$ cat src/rtl/reg_file_scoreboard.sv
// Register file with per-register tags and pending bits, two bypassed read ports, and an
// engine that exports a fixed register window over a valid/ready stream.
module reg_file_scoreboard #(
    parameter int DATA_W      = 32,
    parameter int ADDR_W      = 5,
    parameter int TAG_W       = 4,
    parameter int STREAM_BASE = 25,
    parameter int STREAM_LEN  = 2
) (
    input  logic              clk_i,
    input  logic              reset_n,
    input  logic [ADDR_W-1:0] rs_addr_i,
    input  logic [ADDR_W-1:0] rt_addr_i,
    output logic [DATA_W-1:0] rs_data_o,
    output logic [DATA_W-1:0] rt_data_o,
    output logic [TAG_W-1:0]  rs_tag_o,
    output logic [TAG_W-1:0]  rt_tag_o,
    output logic              rs_busy_o,
    output logic              rt_busy_o,
    input  logic              wr_en_i,
    input  logic [ADDR_W-1:0] wr_addr_i,
    input  logic [DATA_W-1:0] wr_data_i,
    input  logic [TAG_W-1:0]  wr_tag_i,
    input  logic              issue_en_i,
    input  logic [ADDR_W-1:0] issue_addr_i,
    input  logic              stream_start_i,
    input  logic              stream_ready_i,
    output logic              stream_valid_o,
    output logic [DATA_W-1:0] stream_data_o,
    output logic              stream_last_o,
    output logic              stream_busy_o
);

    localparam int NUM_REGS = 2 ** ADDR_W;

    localparam logic [1:0] ST_IDLE = 2'd0;
    localparam logic [1:0] ST_WAIT = 2'd1;
    localparam logic [1:0] ST_SEND = 2'd2;

    localparam logic [ADDR_W-1:0] ADDR_ZERO = {ADDR_W{1'b0}};
    localparam logic [ADDR_W-1:0] IDX_ONE   = {{(ADDR_W-1){1'b0}}, 1'b1};
    localparam logic [ADDR_W-1:0] BASE_A    = ADDR_W'(STREAM_BASE);
    localparam logic [ADDR_W-1:0] LAST_IDX  = ADDR_W'(STREAM_LEN - 1);
    localparam logic [NUM_REGS-1:0] WIN_MASK =
        ((NUM_REGS'(1) << STREAM_LEN) - NUM_REGS'(1)) << STREAM_BASE;

    logic [DATA_W-1:0]   regs_q [NUM_REGS];
    logic [TAG_W-1:0]    tags_q [NUM_REGS];
    logic [NUM_REGS-1:0] pend_q;

    logic [1:0]          state_q, state_d;
    logic [ADDR_W-1:0]   idx_q, idx_d;
    logic [DATA_W-1:0]   sdata_q, sdata_d;
    logic                valid_q, valid_d;
    logic                last_q, last_d;

    logic                wr_ok_s;
    logic                iss_ok_s;
    logic                win_pend_s;
    logic [ADDR_W-1:0]   nxt_idx_s;
    logic [ADDR_W-1:0]   nxt_addr_s;

    assign wr_ok_s    = wr_en_i && (wr_addr_i != ADDR_ZERO);
    assign iss_ok_s   = issue_en_i && (issue_addr_i != ADDR_ZERO);
    assign win_pend_s = |(pend_q & WIN_MASK);
    assign nxt_idx_s  = idx_q + IDX_ONE;
    assign nxt_addr_s = BASE_A + nxt_idx_s;

    // Register array, tags and pending bits; an issue on the same edge as a write wins.
    always_ff @(posedge clk_i or negedge reset_n) begin
        if (!reset_n) begin
            for (int i = 0; i < NUM_REGS; i++) begin
                regs_q[i] <= {DATA_W{1'b0}};
                tags_q[i] <= {TAG_W{1'b0}};
            end
            pend_q <= {NUM_REGS{1'b0}};
        end else begin
            if (wr_ok_s) begin
                regs_q[wr_addr_i] <= wr_data_i;
                tags_q[wr_addr_i] <= wr_tag_i;
                pend_q[wr_addr_i] <= 1'b0;
            end
            if (iss_ok_s) begin
                pend_q[issue_addr_i] <= 1'b1;
            end
        end
    end

    // Read port A with write-through bypass.
    always_comb begin
        if (wr_ok_s && (wr_addr_i == rs_addr_i)) begin
            rs_data_o = wr_data_i;
            rs_tag_o  = wr_tag_i;
            rs_busy_o = 1'b0;
        end else begin
            rs_data_o = regs_q[rs_addr_i];
            rs_tag_o  = tags_q[rs_addr_i];
            rs_busy_o = pend_q[rs_addr_i];
        end
    end

    // Read port B with write-through bypass.
    always_comb begin
        if (wr_ok_s && (wr_addr_i == rt_addr_i)) begin
            rt_data_o = wr_data_i;
            rt_tag_o  = wr_tag_i;
            rt_busy_o = 1'b0;
        end else begin
            rt_data_o = regs_q[rt_addr_i];
            rt_tag_o  = tags_q[rt_addr_i];
            rt_busy_o = pend_q[rt_addr_i];
        end
    end

    // Export engine next state; beats sample the array before any same-edge write lands.
    always_comb begin
        state_d = state_q;
        idx_d   = idx_q;
        sdata_d = sdata_q;
        valid_d = valid_q;
        last_d  = last_q;
        case (state_q)
            ST_IDLE: begin
                if (stream_start_i) begin
                    state_d = ST_WAIT;
                end else begin
                    state_d = ST_IDLE;
                end
            end
            ST_WAIT: begin
                if (!win_pend_s) begin
                    state_d = ST_SEND;
                    idx_d   = ADDR_ZERO;
                    sdata_d = regs_q[BASE_A];
                    valid_d = 1'b1;
                    last_d  = (LAST_IDX == ADDR_ZERO);
                end else begin
                    state_d = ST_WAIT;
                end
            end
            ST_SEND: begin
                if (valid_q && stream_ready_i) begin
                    if (last_q) begin
                        state_d = ST_IDLE;
                        valid_d = 1'b0;
                        last_d  = 1'b0;
                    end else begin
                        idx_d   = nxt_idx_s;
                        sdata_d = regs_q[nxt_addr_s];
                        last_d  = (nxt_idx_s == LAST_IDX);
                    end
                end else begin
                    state_d = ST_SEND;
                end
            end
            default: begin
                state_d = ST_IDLE;
                valid_d = 1'b0;
                last_d  = 1'b0;
            end
        endcase
    end

    // Export engine state registers.
    always_ff @(posedge clk_i or negedge reset_n) begin
        if (!reset_n) begin
            state_q <= ST_IDLE;
            idx_q   <= ADDR_ZERO;
            sdata_q <= {DATA_W{1'b0}};
            valid_q <= 1'b0;
            last_q  <= 1'b0;
        end else begin
            state_q <= state_d;
            idx_q   <= idx_d;
            sdata_q <= sdata_d;
            valid_q <= valid_d;
            last_q  <= last_d;
        end
    end

    assign stream_valid_o = valid_q;
    assign stream_data_o  = sdata_q;
    assign stream_last_o  = last_q;
    assign stream_busy_o  = (state_q != ST_IDLE);

endmodule

$ cat config.mk
export PLATFORM = sky130hd
export DESIGN_NAME = reg_file_scoreboard
export DESIGN_NICKNAME = d
export VERILOG_FILES = /design/src/rtl/reg_file_scoreboard.sv
export SDC_FILE = /design/constraint.sdc
export NUM_CORES = 2
export LEC_CHECK = 0
export ABC_CLOCK_PERIOD_IN_PS = 8200
export CAP_MARGIN = 20
export CORE_AREA = 2 2 494 496
export CTS_CLUSTER_DIAMETER = 200
export DETAILED_ROUTE_END_ITERATION = 10
export DIE_AREA = 0 0 496 498
export PLACE_DENSITY_LB_ADDON = 0.3
export SETUP_SLACK_MARGIN = 0.05
export SKIP_CTS_REPAIR_TIMING = 1
export SYNTH_ARGS = -nofsm -noshare
export SYNTH_HDL_FRONTEND = slang
export SYNTH_SLANG_ARGS = --single-unit
$ cat constraint.sdc
create_clock -name clk_i -period 8.2 [get_ports clk_i]
set_input_delay 1.64 -clock clk_i [delete_from_list [all_inputs] [get_ports clk_i]]
set_output_delay 1.64 -clock clk_i [all_outputs]
set_load 0.03 [all_outputs]
-- Word-level counts from Yosys, hierarchy flattened
Cells that the tools add are included.
- register bits after elaboration: 1225
- output and inout bits: 109
- word-level logic and storage cells: 176
- input bits: 62
- bitwise gates (word level): 8
- add/subtract/negate cells: 2
- equal/unequal tests: 10
- reduce and logical (&&, ||, !) cells: 17
- multiplexer cells: 58
- $lt $le $gt $ge: 11
- operators by type and width (operator ; count):
    $bwmux W1024 ; 1
    $bmux W32 S5 ; 3
    $mux W32 ; 14
    $demux W32 S5 ; 1
    $bwmux W128 ; 1
    $pmux W32 S2 ; 1
    $bmux W4 S5 ; 2
    $and A32 B32 Y32 ; 1
    $not A32 Y32 ; 1
    $or A32 B32 Y32 ; 1
    $mux W4 ; 7
    $ge A6 B6 Y1 const B ; 4
    $lt A5 B6 Y1 const B ; 4
    $not A5 Y6 ; 4
    $demux W4 S5 ; 1
    $mux W5 ; 3
    $mux W1 ; 13
    $bmux W1 S5 ; 2
    $demux W1 S5 ; 2
    $eq A5 B5 Y1 ; 2
    $ge A5 B1 Y1 const B ; 2
    $pmux W5 S2 ; 1
    $reduce_bool A5 Y1 ; 2
    $logic_and A1 B1 Y1 ; 8
    17 further kinds ; 25

-- Longest topological paths before layout
- depth after elaboration: 9
- mapped depth: 14
- mapped depth without buffers: 7

-- Worst setup path after synthesis
No wires, ideal clock.
- kind: input-to-output
- start: input rt_addr_i[4]
- end: output rt_data_o[0]
- arrival: 3.696 ns
- path slack: 2.864 ns
- data required time: 6.560 ns
- cell stages on the path: 7
- path buffers: 3
- cell sequence: buf_2 -> or3b_2 -> buf_2 -> clkbuf_1 -> o22ai_1 -> or4_1 -> o21ai_0
- longest elaborated chain between the ends: 5
- elaborated cells between the ends (all ways): 7
- those cells by class: 1 x eq/ne; 4 x mux; 1 x bitwise; 1 x reduce/logical
- ends and longest elaborated chain (what ; RTL line ; text):
    start, declared ; 13 ; input logic [ADDR_W-1:0] rt_addr_i,
    $not A5 Y6 (not written as such) ; 109 ; rt_data_o = regs_q[rt_addr_i];
    $bmux W32 S5 ; 109 ;
    $mux W32 (not written as such) (2 in series) ; 109 ;
    $mux W32 * ; 104 ; if (wr_ok_s && (wr_addr_i == rt_addr_i)) begin
    end, declared ; 15 ; output logic [DATA_W-1:0] rt_data_o,
Every way passes the cells marked *; elsewhere a longest branch is shown, timed or not. The select of a mux whose other input is x is not followed.

-- Final worst setup path
- start: input rs_addr_i[3]
- end: output rs_data_o[6]
- longest elaborated chain between the ends: 5
- elaborated cells between the ends (all ways): 7
- those cells by class: 1 x eq/ne; 4 x mux; 1 x bitwise; 1 x reduce/logical
- ends and longest elaborated chain (what ; RTL line ; text):
    start, declared ; 12 ; input logic [ADDR_W-1:0] rs_addr_i,
    $not A5 Y6 (not written as such) ; 96 ; rs_data_o = regs_q[rs_addr_i];
    $bmux W32 S5 ; 96 ;
    $mux W32 (not written as such) (2 in series) ; 96 ;
    $mux W32 * ; 91 ; if (wr_ok_s && (wr_addr_i == rs_addr_i)) begin
    end, declared ; 14 ; output logic [DATA_W-1:0] rs_data_o,
Marks and branches as above.

==> results.cfg <==
[run_status]
outcome = complete, no violations

[synthesis]
syn-num-nets = 4905
synth_top_area_share = 0.425
synth_mux_area_frac = 0.459
seq_area_frac_synth = 0.425
synth_area_leaders = dfrtp_1 (42%), mux4_2 (27%), mux2_2 (17%), o22ai_1 (2.5%), mux2_1 (1.5%)
synthXorXnorAreaFrac = 0.00189
synthArstFlopShare = 1.00
synthSimpleGateAreaFrac = 0.0329
synth_fa_ha_area_frac = 0.000520
synth-compound-area-share = 0.0421
ys_types = 53
synth_top_family_by_area = multiplexers
synth_top_cell_by_area = dfrtp_1
synth_edf_count = 0
syn-instance-count = 4840
avgSynthCellArea_sq_um = 14.9
mappedNetlistArea_sq_um = 72200
yosys_warnings = 0
synth_seq_cells = 1225
synthFlopType = dfrtp_1

[floorplanning]
rows = 181
design.core.area_sq_um = 242000
die_w_um = 496
die_area_sq_um = 247000
initial_core_util = 0.298
ios = 171
die_h_um = 498

[routing]
routed_wl_um = 272000
wl_per_cell_um = 33.6
drt_iter0_drc = 5088
drc = 0
vias = 49200
firstDrtPassIters = 6
antenna_left = 0
vias_per_cell = 6.08

[clock_tree]
clock_latency_ns = 0.80
cts_tree = done
numCtsBuffers = 139
clkTransAtPathRegs_ns = 0.06
cts.path.max_buffers = 3
clock-sinks = 1225
ctsRootBufferMaster = clkbuf_16
htree_levels = 4

[critical_path]
critPathLaunchType = primary input
cp-end-kind = output pin
critPathMaxFanout = 22
arrival_ns = 5.47
critical_path_required_ns = 6.56
worstSetupPathType = primary input to output pin

[placement]
gp_congestion = 0.822
port_buffers = 170
dp.final_hpwl_um = 153000

[sta]
fin_tns_setup_ns = 0
min_period_over_period = 0.867
slew_violations = 0
hold_slack_ns = 0.398
max_freq_mhz = 141
slew_headroom = 0.200
finClkSkew_ns = 0.0228
fin_crit_ns = 7.11
rsz0062_at_grt = no
hold_violations = 0
setup_viol = 0
worstMarginPinSlew_ns = 1.20

[final_layout]
drive_above_1_share = 0.493
utilization = 0.340
layout.nets = 4840
area_growth_syn_to_layout_pct = 13.9

[power_and_ir_drop]
p_leak_nw = 33.5
power_density_nw_per_um2 = 272
ir_worst_vdd_v = 0.000370

[global_routing]
grt_overflow = 0
grt_start_max_net_pins = 166
grt_pass1_vias = 50100
antenna_found_initial = 10
grt_pass1_wl_um = 387000
grt.total_usage = 0.217

[hold_path]
min_path_type = flip-flop to flip-flop

[run]
cap_violations = 0
Yosys cell counts (5+ instances only):
cell	number
dfrtp_1	1225
nand3b_1	13
nand4_1	33
buf_2	160
o211ai_1	64
xnor2_1	9
mux2_1	94
a22o_1	9
nand3_1	110
clkbuf_1	276
o21ai_0	111
nor2_1	23
buf_4	28
nand4b_1	5
buf_6	40
mux2_2	1086
nand2_1	141
mux4_2	852
o22ai_1	288
inv_1	5
buf_1	66
or4_1	72
mux2i_1	68
routing by layer:
layer	part of all wire	global-route usage	up-vias
met5	0.00056	0.00431	-
met4	0.041	0.0815	10
met3	0.081	0.0518	553
met2	0.47	0.345	2512
met1	0.40	0.287	26900
li1	-	-	19300
flip-flops by register name (all words and copies together), names as in the netlist:
register,count
tags_q,128
state_q,2
stream_valid_o,1
pend_q,32
regs_q,1024
stream_last_o,1
stream_data_o,32
idx_q,5
worst paths after layout:
check / start / to / slack, ns / cells past startpoint
setup / recovery: rs_addr_i[3] / rs_data_o[6] / 1.09 / 7
hold / removal: tags_q[126] / tags_q[126] / 0.40 / 0
setup reg to reg: idx_q[0] / stream_data_o[10] / 3.31 / 8
hold reg to reg: tags_q[126] / tags_q[126] / 0.40 / 0
max in group asynchronous: reset_n / stream_data_o[16] / 5.34 / 3
min in group asynchronous: reset_n / tags_q[91] / 0.88 / 1
power breakdown:
part	switching (mW)	leakage, nW	internal [mW]
combinational	3.51	15.5	4.08
sequential	1.19	15.7	7.23
clock	2.75	2.22	3.59
total	7.45	33.5	14.9
stage by stage:
step / power [mW] / cells / worst slack (ns) / instance area [sq um]
5_1_grt: 23.3 / 8088 / 1.01 / 82200
3_3_place_gp: 15.9 / 7818 / 1.08 / 77300
2_1_floorplan: 13.6 / 4840 / 2.86 / 72200
3_5_place_dp: 16.0 / 7822 / 1.09 / 77400
4_1_cts: 22.4 / 8073 / 1.08 / 81900
6_report: 22.3 / 8092 / 1.09 / 82200
layout by cell type (no fill, tap or decap), types with 9 or more instances in the layout:
master / Yosys / final
dfrtp_1: 1225 / 1224
mux2_2: 1086 / 1086
mux4_2: 852 / 852
o22ai_1: 288 / 288
clkdlybuf4s50_1: 0 / 165
clkbuf_16: 0 / 146
buf_4: 28 / 144
nand2_1: 141 / 122
o21ai_0: 111 / 111
nand3_1: 110 / 108
mux2_1: 94 / 94
or4_1: 72 / 72
mux2i_1: 68 / 66
o211ai_1: 64 / 64
clkbuf_1: 276 / 44
buf_12: 0 / 34
nand4_1: 33 / 33
clkbuf_8: 0 / 26
nand2_4: 0 / 19
clkinv_2: 0 / 19
nor2_1: 23 / 15
nand3b_1: 13 / 13
nor2_4: 0 / 12
buf_8: 0 / 10
xnor2_1: 9 / 9
a22o_1: 9 / 9
kinds of logic after synthesis:
kind of cell,after synthesis
xor+xnor,14
mux,2100
fa+ha+maj,3
simple gates,436
flops,1225
compound gates,485
buf+inv,577
final cells by class:
type	count	area, sq um
fillers	23400	160000
multi-input cells	3038	39100
flip-flops and latches	1225	30700
clock buffers	211	4050
well taps	3202	4010
repair buffers	366	3910
clock inverters	40	457
inverters	5	18.8
diodes	5	12.5
critical path: stages:
cell and delay [ns]:
clkdlybuf4s50_1 0.85, nor2_1 0.15, nand2_4 0.62, o22ai_1 0.14, or4_1 0.54, o21ai_0 0.66
clkdlybuf4s50_1 0.82
No activity file was read; power rests on OpenSTA's default activity.
